--- src/rtl/t1_linebuf_unrolled_4.sv ---
// ---------------------------------------------------------------------------
// t1_linebuf_unrolled_4
// Three-row line buffer for a 4-pixel-wide stencil stage. Input beats carry
// four adjacent pixels of one row. Two row buffers hold the two previous rows.
// Once row r >= 2 is streaming, every accepted beat produces one window:
//   top = row r-1 ... no, top = row y-1, mid = row y (6 pixels incl. halo),
//   bot = row y+1, where y = r-1 and the group g is taken from the beat.
// The halo pixels are replicated at the left and right image edges.
//
// Ports
//   clk, rst            clock, synchronous active-high reset
//   start               one-cycle pulse, begins a frame (ignored unless idle)
//   in_valid/in_ready   input beat handshake, in_data = 4 pixels of one row
//   out_valid/out_ready window handshake
//   out_top/out_bot     4 pixels of rows y-1 / y+1 at x = 4g..4g+3
//   out_mid             6 pixels of row y at x = 4g-1..4g+4 (lane 0 = 4g-1)
//   out_y, out_g        centre row and group of the current window
//   done                one-cycle pulse after the last window is taken
// ---------------------------------------------------------------------------
module t1_linebuf_unrolled_4 #(
  parameter int DW    = 16,
  parameter int IMG_W = 64,
  parameter int IMG_H = 64
) (
  input  logic          clk,
  input  logic          rst,
  input  logic          start,
  input  logic          in_valid,
  output logic          in_ready,
  input  logic [4*DW-1:0] in_data,
  output logic          out_valid,
  input  logic          out_ready,
  output logic [4*DW-1:0] out_top,
  output logic [6*DW-1:0] out_mid,
  output logic [4*DW-1:0] out_bot,
  output logic [15:0]   out_y,
  output logic [15:0]   out_g,
  output logic          done
);

  localparam int G  = IMG_W / 4;
  localparam int GW = (G > 1) ? $clog2(G) : 1;
  localparam logic [GW-1:0] LAST_G    = GW'(G - 1);
  localparam logic [15:0]   LAST_G16  = 16'(G - 1);
  localparam logic [15:0]   ROWS16    = 16'(IMG_H);

  typedef enum logic [1:0] {IDLE, FILL, STREAM} state_t;

  state_t             r_state;
  logic [15:0]        r_row;
  logic [15:0]        r_grp;
  logic               r_newSel;
  logic               r_outValid;
  logic [4*DW-1:0]    r_outTop;
  logic [6*DW-1:0]    r_outMid;
  logic [4*DW-1:0]    r_outBot;
  logic [15:0]        r_outY;
  logic [15:0]        r_outG;
  logic               r_done;

  logic [4*DW-1:0]    r_buf0 [G];
  logic [4*DW-1:0]    r_buf1 [G];

  logic               w_accept;
  logic               w_rowEnd;
  logic [GW-1:0]      w_gIdx;
  logic [GW-1:0]      w_gPrev;
  logic [GW-1:0]      w_gNext;
  logic [4*DW-1:0]    w_top;
  logic [4*DW-1:0]    w_midCur;
  logic [4*DW-1:0]    w_midPrev;
  logic [4*DW-1:0]    w_midNext;
  logic [DW-1:0]      w_midLo;
  logic [DW-1:0]      w_midHi;

  // Beats are taken only while a frame is open, rows remain, and the window
  // register is free or being drained this cycle.
  assign in_ready = (r_state != IDLE) && (r_row != ROWS16) && (!r_outValid || out_ready);
  assign w_accept = in_valid && in_ready;
  assign w_rowEnd = w_accept && (r_grp == LAST_G16);

  assign w_gIdx  = r_grp[GW-1:0];
  assign w_gPrev = (w_gIdx == '0)     ? '0     : w_gIdx - 1'b1;
  assign w_gNext = (w_gIdx == LAST_G) ? LAST_G : w_gIdx + 1'b1;

  // r_newSel marks which buffer holds row r-1; the other holds row r-2 and is
  // overwritten in place by row r, since each top entry is read on the same
  // edge it is replaced.
  assign w_top     = r_newSel ? r_buf0[w_gIdx]  : r_buf1[w_gIdx];
  assign w_midCur  = r_newSel ? r_buf1[w_gIdx]  : r_buf0[w_gIdx];
  assign w_midPrev = r_newSel ? r_buf1[w_gPrev] : r_buf0[w_gPrev];
  assign w_midNext = r_newSel ? r_buf1[w_gNext] : r_buf0[w_gNext];

  // Halo pixels: neighbouring groups inside the row, edge pixel replicated at
  // the image borders.
  assign w_midLo = (w_gIdx == '0)     ? w_midCur[DW-1:0]    : w_midPrev[3*DW +: DW];
  assign w_midHi = (w_gIdx == LAST_G) ? w_midCur[3*DW +: DW] : w_midNext[DW-1:0];

  // Row buffer storage, not reset: contents are always rewritten before use.
  always_ff @(posedge clk) begin
    if (w_accept) begin
      if (r_newSel) r_buf0[w_gIdx] <= in_data;
      else          r_buf1[w_gIdx] <= in_data;
    end
  end

  // Frame control, counters and the registered window.
  always_ff @(posedge clk) begin
    if (rst) begin
      r_state    <= IDLE;
      r_row      <= '0;
      r_grp      <= '0;
      r_newSel   <= 1'b0;
      r_outValid <= 1'b0;
      r_outTop   <= '0;
      r_outMid   <= '0;
      r_outBot   <= '0;
      r_outY     <= '0;
      r_outG     <= '0;
      r_done     <= 1'b0;
    end else begin
      r_done <= 1'b0;
      case (r_state)
        IDLE: begin
          if (start) begin
            r_state <= FILL;
            r_row   <= '0;
            r_grp   <= '0;
          end
        end
        FILL, STREAM: begin
          if (w_accept) begin
            if (w_rowEnd) begin
              r_grp    <= '0;
              r_row    <= r_row + 16'd1;
              r_newSel <= ~r_newSel;
              if (r_row == 16'd1) r_state <= STREAM;
            end else begin
              r_grp <= r_grp + 16'd1;
            end
          end
          // All beats in and the final window is being taken: close the frame.
          if ((r_state == STREAM) && (r_row == ROWS16) && r_outValid && out_ready) begin
            r_done  <= 1'b1;
            r_state <= IDLE;
            r_row   <= '0;
          end
        end
        default: r_state <= IDLE;
      endcase

      if (w_accept && (r_state == STREAM)) begin
        r_outValid <= 1'b1;
        r_outTop   <= w_top;
        r_outMid   <= {w_midHi, w_midCur, w_midLo};
        r_outBot   <= in_data;
        r_outY     <= r_row - 16'd1;
        r_outG     <= r_grp;
      end else if (r_outValid && out_ready) begin
        r_outValid <= 1'b0;
      end
    end
  end

  assign out_valid = r_outValid;
  assign out_top   = r_outTop;
  assign out_mid   = r_outMid;
  assign out_bot   = r_outBot;
  assign out_y     = r_outY;
  assign out_g     = r_outG;
  assign done      = r_done;

endmodule

--- config.mk ---
export PLATFORM = sky130hd
export DESIGN_NAME = t1_linebuf_unrolled_4
export DESIGN_NICKNAME = d
export VERILOG_FILES = /design/src/rtl/t1_linebuf_unrolled_4.sv
export SDC_FILE = /design/constraint.sdc
export NUM_CORES = 2
export LEC_CHECK = 0
export CAP_MARGIN = 20
export CORE_AREA = 2 2 472 474
export DETAILED_ROUTE_END_ITERATION = 8
export DIE_AREA = 0 0 474 476
export PLACE_DENSITY_LB_ADDON = 0.05
export SLEW_MARGIN = 20
export SYNTH_ARGS = -nofsm -noshare
export SYNTH_HDL_FRONTEND = slang
export SYNTH_SLANG_ARGS = --single-unit
--- constraint.sdc ---
create_clock -name clk -period 9.1 [get_ports clk]
set_clock_uncertainty 0.15 [all_clocks]
set_input_delay 1.82 -clock clk [delete_from_list [all_inputs] [get_ports clk]]
set_output_delay 1.82 -clock clk [all_outputs]
set_load 0.03 [all_outputs]
==> impl_metrics.toml <==
[die]
num_rows = 173
initial_core_util_pct = 44.7
core_mm2 = 0.221
fp.dieArea_mm2 = 0.226
fp.dieH_um = 476
fp.dieW_um = 474
io_pins = 328

[outcome]
status = "finished clean"

[critical_path]
r2r_slack_ns = 3.78
path_max_fanout = 43
slowest_delay_ns = 0.86
crit_slowest_cell = "dfxtp_4"
end_kind = "flop"
arrival_ns = 5.98
critical_path_class = "reg -> reg"
worst-path-stages = 11
ff2ff_path_depth = 11
cp.required_ns = 9.76
crit_family = "buffers and inverters"
path_cells = "inv_6 -> ha_1 -> nor3b_2 -> buf_4 -> nor2_4 -> buf_4 -> mux2i_1 -> mux2i_1 -> o211ai_1 -> a2111oi_0 -> a211o_1"
cp-start-kind = "flop"
crit_buf_inv = 3

[sta]
finalCriticalPeriod_ns = 5.32
fin_crit_sh_pct = 58.4
rsz0062_at_grt = "false"
slew_headroom_pct = 14.6
fin_setup_tns_ns = 0
hold_viol = 0
finalSetupViolations = 0
drv_slew = 0
fmax_mhz = 188
worst_slew_pin_slew_ns = 1.27

[yosys]
synth-main-ff-cell = "edfxtp_1"
synth_cells = 6020
synthArstFlopShare_pct = 0
ys_ff_latch = 2345
ys_types = 77
avgSynthCellArea_um2 = 16.4
seq_area_frac_synth_pct = 68.2
yosysWarnings = 0
synth_edf_count = 2048
syn_area_mm2 = 0.0988
syn_nets = 6101

[drt]
vias = 61443
ant_nets = 0
drtIter0Drc = 7949
viasPerCell = 6.45
routed_wl_um = 343000
route.detailed.drc = 0
dr.pass1.iters = 5
wl_per_cell_um = 36.1

[final_layout]
finalInstanceArea_mm2 = 0.114
drive_above_1_share_pct = 20.2
layout_common_cells = "edfxtp_1 (2048), mux4_2 (602), nand2_1 (547)"
mostFrequentLayoutCell = "edfxtp_1"
layout.nets = 6427
area_delta_synth_final_pct = 15.5

[pwr]
p_leak_nw = 35.1
total_power_mw = 27.2
cellPowerDensity_mw_per_mm2 = 238
max-vdd-ir-drop_mv = 0.211

[clock_network]
cts_sinks = 2345
hold_buffers = 0
clk_latency_ns = 0.93
htreeDepth = 5
cts_setup_buffers = 0
cts_buffers = 274
path_clk_slew_ns = 0.06
cts_resized = 0
cts_tree = "yes"
clock_path_buffers = 4
root_buffer = "clkbuf_16"

[place]
port-buffer-count = 327
placed_cell_area_mm2 = 0.106
finalWeightedCongestion = 0.859
dp_hpwl_um = 206000

[global_route]
grt_max_degree = 162
antenna_found_initial = 15
track_usage_pct = 30.2
grt_overflow = 0
grt_pass1_vias = 60101
grt_pass1_wl_um = 477000

[min_path]
hold_path_class = "reg -> reg"
min_path_cells = 2

[job]
drv_cap = 0
==> report_power, final <==
group          internal, mW  leakage, nW  switching [mW]
clock network          6.22         4.16            4.33
registers              11.9         20.8           0.158
logic                  1.55         10.1            3.05
==> cells in the mapped netlist (31+ instances only) <==
master	number	area share (%)
edfxtp_1	2048	62
nor3_1	66	0.33
mux2i_1	272	2.8
o221ai_1	63	0.56
xnor2_1	31	0.27
a211oi_1	179	1.4
nor2_1	307	1.2
o22ai_1	78	0.49
clkbuf_1	255	0.97
o21ai_0	127	0.64
nand2_1	551	2.1
mux4_2	602	14
nand3_1	108	0.55
mux2_2	43	0.49
buf_2	130	0.66
a21oi_1	228	1.2
buf_1	68	0.26
dfxtp_1	297	6.0
a31oi_1	66	0.42
and3_1	66	0.42
o211ai_1	31	0.24
==> sequential cells by signal, indices dropped and copies added (netlist names), named ones only <==
register   count
r_buf0      1024
out_bot       64
r_row         16
r_buf1      1024
out_top       64
out_valid      1
out_y         16
out_mid       96
r_newSel       1
done           1
out_g         16
r_state        2
r_grp         16
==> routing by layer <==
metal	global-route usage [%]	vias to the layer above	wire length [µm]
li1	-	24969	-
met1	41.4	32455	138000
met2	48.3	3324	163000
met3	4.70	685	27200
met4	12.5	10	15400
met5	0	-	71
==> metrics by stage <==
step	hold WS (ns)	cells	util, %	setup WS [ns]
final	0.301	9519	51.7	3.78
after global routing	0.317	9515	51.6	3.71
after floorplan	0.308	6020	-	2.39
after detailed placement	0.296	9045	47.8	3.23
after CTS	0.304	9514	51.6	3.78
after global placement	0.294	9045	47.8	3.28
==> area by class of cell <==
type | count | area (µm²)
Clock buffer | 358 | 7580
Fill cell | 18068 | 107000
Antenna cell | 5 | 12.5
Inverter | 18 | 85.1
Tap cell | 2975 | 3720
Multi-Input combinational cell | 3200 | 29800
Timing Repair Buffer | 507 | 4620
Sequential cell | 2345 | 67500
Clock inverter | 111 | 892
==> worst paths after layout <==
path | start | to
min | out_g[6] | out_g[6]
max | r_grp[0] | out_mid[3]
min reg2reg | out_g[6] | out_g[6]
max reg2reg | r_grp[0] | out_mid[3]
==> worst reg2reg max path, delay by kind of cell (launching register included) <==
family	cells	cell delay [ns]
fa+ha+maj	1	0.60
simple gates	2	0.88
mux	2	0.39
buf+inv	3	1.37
flops	1	0.86
compound gates	3	0.94
==> logic make-up after synthesis <==
logic type / synth area share (%)
adder cells (fa/ha/maj): 0.152
multiplexers: 17.0
buffers and inverters: 1.99
AND/OR/NAND/NOR: 5.57
AO/OA/AOI/OAI: 6.70
flip-flops: 68.2
XOR/XNOR: 0.381
Note: power is estimated with default switching activity, not from simulation.
